File: src/rtl/mux2x1_rr_arbiter.sv
// mux2x1_rr_arbiter
//   Round-robin arbiter and sequencer in front of a shared 2:1 mux path.
//   Two requesters offer WIDTH-bit words with valid/ready handshakes. The
//   winner's word is steered into a one-entry registered output stage that is
//   presented downstream with its own valid/ready handshake.
//
// Ports
//   clk        rising-edge clock
//   rst        asynchronous active-high reset
//   a_valid    requester A has a word on a_data
//   a_data     requester A word
//   a_ready    A's word is accepted this cycle (combinational)
//   b_valid    requester B has a word on b_data
//   b_data     requester B word
//   b_ready    B's word is accepted this cycle (combinational)
//   out_valid  out_data holds a valid word
//   out_data   registered winning word
//   out_sel    source of out_data (0 = A, 1 = B)
//   out_ready  consumer takes out_data this cycle
module mux2x1_rr_arbiter #(
  parameter int WIDTH = 8
) (
  input  logic             clk,
  input  logic             rst,
  input  logic             a_valid,
  input  logic [WIDTH-1:0] a_data,
  output logic             a_ready,
  input  logic             b_valid,
  input  logic [WIDTH-1:0] b_data,
  output logic             b_ready,
  output logic             out_valid,
  output logic [WIDTH-1:0] out_data,
  output logic             out_sel,
  input  logic             out_ready
);

  typedef enum logic {
    EMPTY = 1'b0,
    FULL  = 1'b1
  } state_t;

  state_t           state_r;
  state_t           state_next_s;
  logic             prio_r;        // 0 favours A on a tie, 1 favours B
  logic [WIDTH-1:0] out_data_r;
  logic             out_sel_r;

  logic             can_accept_s;
  logic             winner_valid_s;
  logic             winner_s;
  logic [WIDTH-1:0] winner_data_s;

  // The output slot can take a word when empty or when it drains this cycle.
  assign can_accept_s = (state_r == EMPTY) || out_ready;

  // Winner selection: tie goes to prio, a lone requester always wins.
  always_comb begin
    winner_valid_s = 1'b0;
    winner_s       = prio_r;
    if (can_accept_s) begin
      if (a_valid && b_valid) begin
        winner_valid_s = 1'b1;
        winner_s       = prio_r;
      end else if (a_valid) begin
        winner_valid_s = 1'b1;
        winner_s       = 1'b0;
      end else if (b_valid) begin
        winner_valid_s = 1'b1;
        winner_s       = 1'b1;
      end else begin
        winner_valid_s = 1'b0;
        winner_s       = prio_r;
      end
    end else begin
      winner_valid_s = 1'b0;
      winner_s       = prio_r;
    end
  end

  // Steer the winning word through the 2:1 mux.
  always_comb begin
    winner_data_s = a_data;
    if (winner_s) begin
      winner_data_s = b_data;
    end else begin
      winner_data_s = a_data;
    end
  end

  // winner_valid_s already implies can_accept and the matching valid.
  assign a_ready = winner_valid_s && (winner_s == 1'b0);
  assign b_ready = winner_valid_s && (winner_s == 1'b1);

  // Output-stage next state: an accept fills the slot, a drain without a
  // replacement empties it, otherwise the slot holds.
  always_comb begin
    state_next_s = state_r;
    case (state_r)
      EMPTY: begin
        if (winner_valid_s) begin
          state_next_s = FULL;
        end else begin
          state_next_s = EMPTY;
        end
      end
      FULL: begin
        if (!out_ready) begin
          state_next_s = FULL;
        end else if (winner_valid_s) begin
          state_next_s = FULL;
        end else begin
          state_next_s = EMPTY;
        end
      end
      default: state_next_s = EMPTY;
    endcase
  end

  // State register.
  always_ff @(posedge clk or posedge rst) begin
    if (rst) begin
      state_r <= EMPTY;
    end else begin
      state_r <= state_next_s;
    end
  end

  // Data/select capture and priority rotation on every accept; a lone grant
  // also hands priority to the other side.
  always_ff @(posedge clk or posedge rst) begin
    if (rst) begin
      out_data_r <= {WIDTH{1'b0}};
      out_sel_r  <= 1'b0;
      prio_r     <= 1'b0;
    end else if (winner_valid_s) begin
      out_data_r <= winner_data_s;
      out_sel_r  <= winner_s;
      prio_r     <= ~winner_s;
    end else begin
      out_data_r <= out_data_r;
      out_sel_r  <= out_sel_r;
      prio_r     <= prio_r;
    end
  end

  assign out_valid = (state_r == FULL);
  assign out_data  = out_data_r;
  assign out_sel   = out_sel_r;

endmodule

File: config.mk
export PLATFORM = sky130hd
export DESIGN_NAME = mux2x1_rr_arbiter
export DESIGN_NICKNAME = d
export VERILOG_FILES = /design/src/rtl/mux2x1_rr_arbiter.sv
export SDC_FILE = /design/constraint.sdc
export NUM_CORES = 1
export LEC_CHECK = 0
export BUFFER_PORTS_ARGS = -buffer_cell sky130_fd_sc_hd__buf_2
export CAP_MARGIN = 30
export CORE_UTILIZATION = 30
export CTS_CLUSTER_DIAMETER = 80
export DETAILED_ROUTE_END_ITERATION = 10
export RECOVER_POWER = 50
export REMOVE_ABC_BUFFERS = 1
export SETUP_SLACK_MARGIN = 0.4
export SLEW_MARGIN = 20
export SYNTH_ARGS = -nofsm -noshare
export SYNTH_HDL_FRONTEND = slang
export SYNTH_SLANG_ARGS = --single-unit
File: constraint.sdc
create_clock -name clk -period 3.2 [get_ports clk]
set_input_delay 0.32 -clock clk [delete_from_list [all_inputs] [get_ports clk]]
set_output_delay 0.32 -clock clk [all_outputs]
set_load 0.05 [all_outputs]
==> results of run 1 <==
[metrics by stage]
| stage | power (mW) | worst slack [ns] |
|---|---|---|
| global placement | 0.350 | 1.59 |
| floorplan | 0.303 | 1.35 |
| finish | 0.433 | 1.12 |
| global route | 0.456 | 0.995 |
| detailed placement | 0.351 | 1.56 |
| CTS | 0.443 | 1.30 |
[synth_stat cells]
| master | n |
|---|---|
| dfrtp_1 | 11 |
| buf_4 | 3 |
| a211oi_4 | 1 |
| nor3b_2 | 1 |
| or3_1 | 1 |
| inv_1 | 3 |
| a21o_1 | 1 |
| a221o_1 | 8 |
| nand2_1 | 8 |
| o21bai_2 | 1 |
| o21bai_1 | 1 |
| nor2b_4 | 1 |
| nor2b_1 | 1 |
| nor3_1 | 8 |
[layer usage]
metal  track usage, %  vias up  share of wire [%]
met5                0        -                  0
met2             19.1       19                 45
met4             5.45        0                1.2
met3             7.76        2                7.4
met1             15.2      237                 46
li1                 -      244                  -
[where the power goes]
part	switching (mW)	internal (mW)	total, mW
registers	0.0142	0.162	0.176
clock network	0.0409	0.0481	0.0891
logic	0.122	0.0448	0.167
[registers in the layout, indices dropped and copies added (netlist names)]
name and count:
out_data 8, out_sel 1, out_valid 1, prio_r 1
[area by class of cell]
cell class | count | area [um2] | area share, %
repair buffers | 32 | 154 | 21.2
well taps | 25 | 31.3 | 4.31
multi-input cells | 32 | 228 | 31.4
inverters | 3 | 11.3 | 1.55
clock buffers | 4 | 26.3 | 3.62
flip-flops and latches | 11 | 275 | 37.9
[worst max path at each step]
stage                          to  slack (ns)  cells past startpoint                start
after detailed placement  b_ready        1.56                      4              a_valid
final                     a_ready        1.12                      3  out_valid$_DFF_PP0_
after global placement    a_ready        1.59                      3              b_valid
after floorplan           b_ready        1.35                      2  out_valid$_DFF_PP0_
after CTS                 a_ready        1.30                      3  out_valid$_DFF_PP0_
after global routing      a_ready        0.99                      3  out_valid$_DFF_PP0_
[cells by family after synthesis]
logic type / share of synthesized area, %
buffers and inverters: 6.21
DFF: 50.6
AOI/OAI and AO/OA: 23.2
and+or+nand+nor: 20.0
==> results.json, run 1 <==
{
  "core_area_um2": 1710,
  "synth_warnings": 0,
  "drc": 2,
  "cap_violations": 0,
  "synth_top_area_share_pct": 50.6,
  "htreeDepth": 1,
  "clock_skew_ns": 0.000814,
  "antenna_found_initial": 0,
  "min_period_ns": 2.08,
  "ys_ff_latch": 11,
  "tightestPinTransition_ns": 0.903,
  "final_antenna_net_count": 0,
  "hold_viol": 0,
  "synthCells": 49,
  "vias": 502,
  "max_stage_delay_ns": 0.72,
  "r2r_cells": 3,
  "vdd_drop_max_mv": 0.270,
  "holdWs_ns": 0.0336,
  "fin_cells": 107,
  "clockBufferDepth": 2,
  "fill_cells": 183,
  "clock_sink_count": 11,
  "numCtsBuffers": 3,
  "postCtsHoldBufs": 0,
  "fmax_ghz": 0.481,
  "cts_setup_buffers": 0,
  "cp_slowest_cell": "nor2b_1",
  "critPathBufInv": 1,
  "nets": 104,
  "crit_required_ns": 2.88,
  "num_antenna_cells": 0,
  "dpl.hpwl_um": 927,
  "crit_type": "reg2out",
  "status": "complete, but fails checks",
  "cts_tree": "done",
  "start_kind": "flip-flop",
  "drtPass1Iterations": 7,
  "wire_per_inst_um": 11.4,
  "hold_path.class": "in2async",
  "fin_util_pct": 42.5,
  "pin_count": 33,
  "dr.first_iter.drc_count": 8,
  "grt_max_degree": 13,
  "avgSynthCellArea_um2": 11.1,
  "cts_resized": 0,
  "rows": 15,
  "numPortBuffers": 32,
  "cts_root_buffer": "clkbuf_4",
  "die_h_um": 44.6,
  "netlist_area_um2": 544,
  "drive_gt1_share_pct": 40.2,
  "seq_area_frac_synth_pct": 50.6,
  "viasPerCell": 4.69,
  "r2r_end": "out_data[4]$_DFFE_PP0N_",
  "routed_wl_um": 1220,
  "reg2reg_from": "out_valid$_DFF_PP0_",
  "final_common_cell": "buf_2",
  "grt-ovfl-total": 0,
  "finalWeightedCongestion": 0.679,
  "grt_pass1_vias": 416,
  "fin_crit_sh_pct": 64.9,
  "die-area_um2": 1990,
  "dp_cells": 103,
  "setup.worst_path.end_class": "output pin",
  "reg2reg_slack_ns": 1.45,
  "cp_top_family": "simple AND/OR/NAND/NOR gates",
  "clk_latency_ns": 0.26,
  "yosys.area.top_type": "dfrtp_1",
  "worst_ep_arrival_time_ns": 1.76,
  "area_growth_pct": 33.3,
  "final_area_um2": 726,
  "cp_max_fo": 12,
  "die_x_um": 44.6,
  "synthTopCellsByArea": "dfrtp_1 51%, a221o_1 15%, nor3_1 7.4%",
  "synth_cell_type_count": 14,
  "initial_utilization_pct": 31.9,
  "p_leak_nw": 0.359,
  "finalSetupViolations": 0,
  "rsz0062_at_grt": "no",
  "report.final.slew_viol_count": 0,
  "post_dp_cell_area_um2": 713,
  "cp_cell_sequence": "nor2b_1 -> a211oi_4 -> buf_2",
  "violations": "design-rule violations",
  "p_per_area_nw_per_um2": 596,
  "path_clk_slew_ns": 0.06,
  "grt_first_pass_wirelength_um": 1770,
  "grt_usage_pct": 13.0,
  "final_cell_mix": "27 x buf_2, 11 x dfrtp_1, 8 x nand2_1, 8 x nor3_1, 8 x a221o_1",
  "maxSlewHeadroom_pct": 39.7,
  "finalSetupTns_ns": 0
}
(Power assumes the default switching activity.)
==> inputs of run 2 (changes only) <==
ABC_AREA = 1   (was unset)
clock period = 2.1 ns   (was 3.2 ns; I/O delays follow)
==> run 2 against run 1 <==
  * The flow now finishes without violations
  * Flip-flop and latch count unchanged
  * Synthesized cell count rose by 29%
  * Sequential share of layout area down 0.83 points
  * First-iteration DRC count grew 13%
  * Worst hold slack better by 0.13 ns
  * Cell count increased by 7.5%
  * Via count rose by 8.0%
  * Area after synthesis decreased by 2.3%
  * Count of clock-buffer cells in the layout unchanged
  * Critical path type unchanged
  * Largest cell class unchanged
  * Largest power group unchanged
==> results.json, run 2 <==
{
  "status": "finished, final reports clean",
  "fin_crit_sh_pct": 79.9,
  "grtUsageMet3_pct": 3.67,
  "grt_use_met1_pct": 19.0,
  "die_x_um": 44.1,
  "finalSetupTns_ns": 0,
  "htreeDepth": 1,
  "dr.first_iter.drc_count": 9,
  "maxSlewHeadroom_pct": 60.7,
  "synth_edf_count": 0,
  "seq_area_frac_synth_pct": 51.8,
  "drive_gt1_share_pct": 39.4,
  "cp_slowest_cell": "dfrtp_1",
  "grt_max_degree": 13,
  "min_to": "out_data[2]$_DFFE_PP0N_",
  "p_leak_nw": 0.410,
  "initial_utilization_pct": 33.7,
  "vias": 542,
  "finalWeightedCongestion": 0.729,
  "post_dp_cell_area_um2": 697,
  "tightestPinTransition_ns": 0.591,
  "die_h_um": 44.1,
  "drtPass1Iterations": 6,
  "numPortBuffers": 32,
  "rows": 14,
  "cts_root_buffer": "clkbuf_4",
  "numCtsBuffers": 3,
  "hold_depth": 3,
  "viasPerCell": 4.71,
  "worst_ep_arrival_time_ns": 1.47,
  "vdd_drop_max_mv": 0.305,
  "met2_usage_pct": 25.9,
  "antenna_found_initial": 0,
  "final_common_cell": "buf_2",
  "reg2reg_from": "prio_r$_DFFE_PP0N_",
  "cts_setup_buffers": 0,
  "synth_cell_type_count": 10,
  "grt-busiest-layer": "met2",
  "reg2reg_slack_ns": 0.95,
  "synth.most_common_cell": "nand2_1",
  "hold_viol": 0,
  "clk_latency_ns": 0.26,
  "path_clk_slew_ns": 0.07,
  "dpl.hpwl_um": 1010,
  "r2r_cells": 6,
  "cp_cell_sequence": "nand2_1 -> nand2_4 -> nor2_1 -> clkbuf_4",
  "setup.worst_path.end_class": "output pin",
  "drc": 0,
  "final_area_um2": 742,
  "synthTopCellsByCount": "19 x nand2_1, 11 x dfrtp_1, 9 x nand3_1",
  "clock_sink_count": 11,
  "crit_type": "reg2out",
  "finalSetupViolations": 0,
  "async_reset_ff_share_pct": 100,
  "core_area_um2": 1580,
  "hold_path.class": "in2reg",
  "num_antenna_cells": 0,
  "rsz0062_at_grt": "no",
  "clock_skew_ns": 0.00154,
  "final_cell_mix": "30 x buf_2, 20 x nand2_1, 11 x dfrtp_1",
  "netlist_area_um2": 532,
  "grt_pass1_vias": 546,
  "synthFlopType": "dfrtp_1",
  "crit_required_ns": 1.89,
  "p_per_area_nw_per_um2": 876,
  "ys_ff_latch": 11,
  "avgSynthCellArea_um2": 8.44,
  "yosys.area.top_type": "dfrtp_1",
  "wire_per_inst_um": 11.4,
  "synthTopCellsByArea": "dfrtp_1 52%, nand2_1 13%, nand4_1 9.4%",
  "synthCells": 63,
  "grt-ovfl-total": 0,
  "clockBufferDepth": 2,
  "cap_violations": 0,
  "holdWs_ns": 0.165,
  "cp_top_family": "simple AND/OR/NAND/NOR gates",
  "hold_start": "a_data[2]",
  "r2r_end": "out_data[4]$_DFFE_PP0N_",
  "min_period_ns": 1.68,
  "critPathBufInv": 1,
  "routed_wl_um": 1310,
  "report.final.slew_viol_count": 0,
  "synth_warnings": 0,
  "largest_reg_flops": 8,
  "grt_usage_pct": 15.9,
  "fmax_ghz": 0.596,
  "grt_first_pass_wirelength_um": 2200,
  "pin_count": 33,
  "die-area_um2": 1940,
  "final_antenna_net_count": 0,
  "max_stage_delay_ns": 0.39,
  "start_kind": "flip-flop",
  "cts_tree": "done",
  "cp_max_fo": 12,
  "area_growth_pct": 39.5,
  "nets": 121,
  "synth_top_area_share_pct": 51.8
}
## run 2: worst max path at each step
stage                        start      end  slack [ns]  cells after the start
2_1_floorplan  out_valid$_DFF_PP0_  b_ready        0.13                      4
3_3_place_gp   out_valid$_DFF_PP0_  b_ready        0.76                      4
3_5_place_dp   out_valid$_DFF_PP0_  b_ready        0.75                      4
4_1_cts         prio_r$_DFFE_PP0N_  a_ready        0.45                      4
5_1_grt        out_valid$_DFF_PP0_  b_ready        0.32                      4
6_report       out_valid$_DFF_PP0_  b_ready        0.42                      4
## run 2: metal layers
| layer | vias up | part of all wire (%) |
|---|---|---|
| met5 | - | 0 |
| met4 | 0 | 1.8 |
| met3 | 2 | 3.4 |
| met2 | 16 | 48 |
| met1 | 242 | 46 |
| li1 | 282 | - |
## run 2: layout make-up
type	count	area [um2]
well taps	16	20.0
multi-input cells	45	223
flip-flops and latches	11	275
clock buffers	4	26.3
inverters	5	18.8
repair buffers	34	179
fillers	172	835
## run 2: per-stage QoR
stage	power (mW)	std cells	utilization, %	worst slack, ns
after floorplan	0.440	61	-	0.132
after global placement	0.507	110	44.2	0.763
after detailed placement	0.509	110	44.2	0.748
after CTS	0.655	115	46.5	0.451
after global routing	0.691	115	47.1	0.320
final	0.650	115	47.1	0.423
## run 2: cells by family after synthesis
kind of cell / count (synthesis) / synth area share [%]
simple gates: 43 / 38.6
flops: 11 / 51.8
buf+inv: 7 / 7.76
compound gates: 2 / 1.88
## run 2: power by group
| part | total, mW | internal, mW | switching, mW |
|---|---|---|---|
| clock network | 0.143 | 0.0733 | 0.0695 |
| logic | 0.248 | 0.0627 | 0.185 |
| registers | 0.259 | 0.244 | 0.0148 |
## run 2: tightest hold or removal path, cell delays in order
cell,delay (ns)
buf_2,0.08
nand2_1,0.04
nand3_1,0.06
## run 2: timing repair
action,in CTS,in global routing
resized for setup,0,3
hold buffers,1,0
endpoints found under the setup margin,0,2
endpoints found under the hold margin,11,0
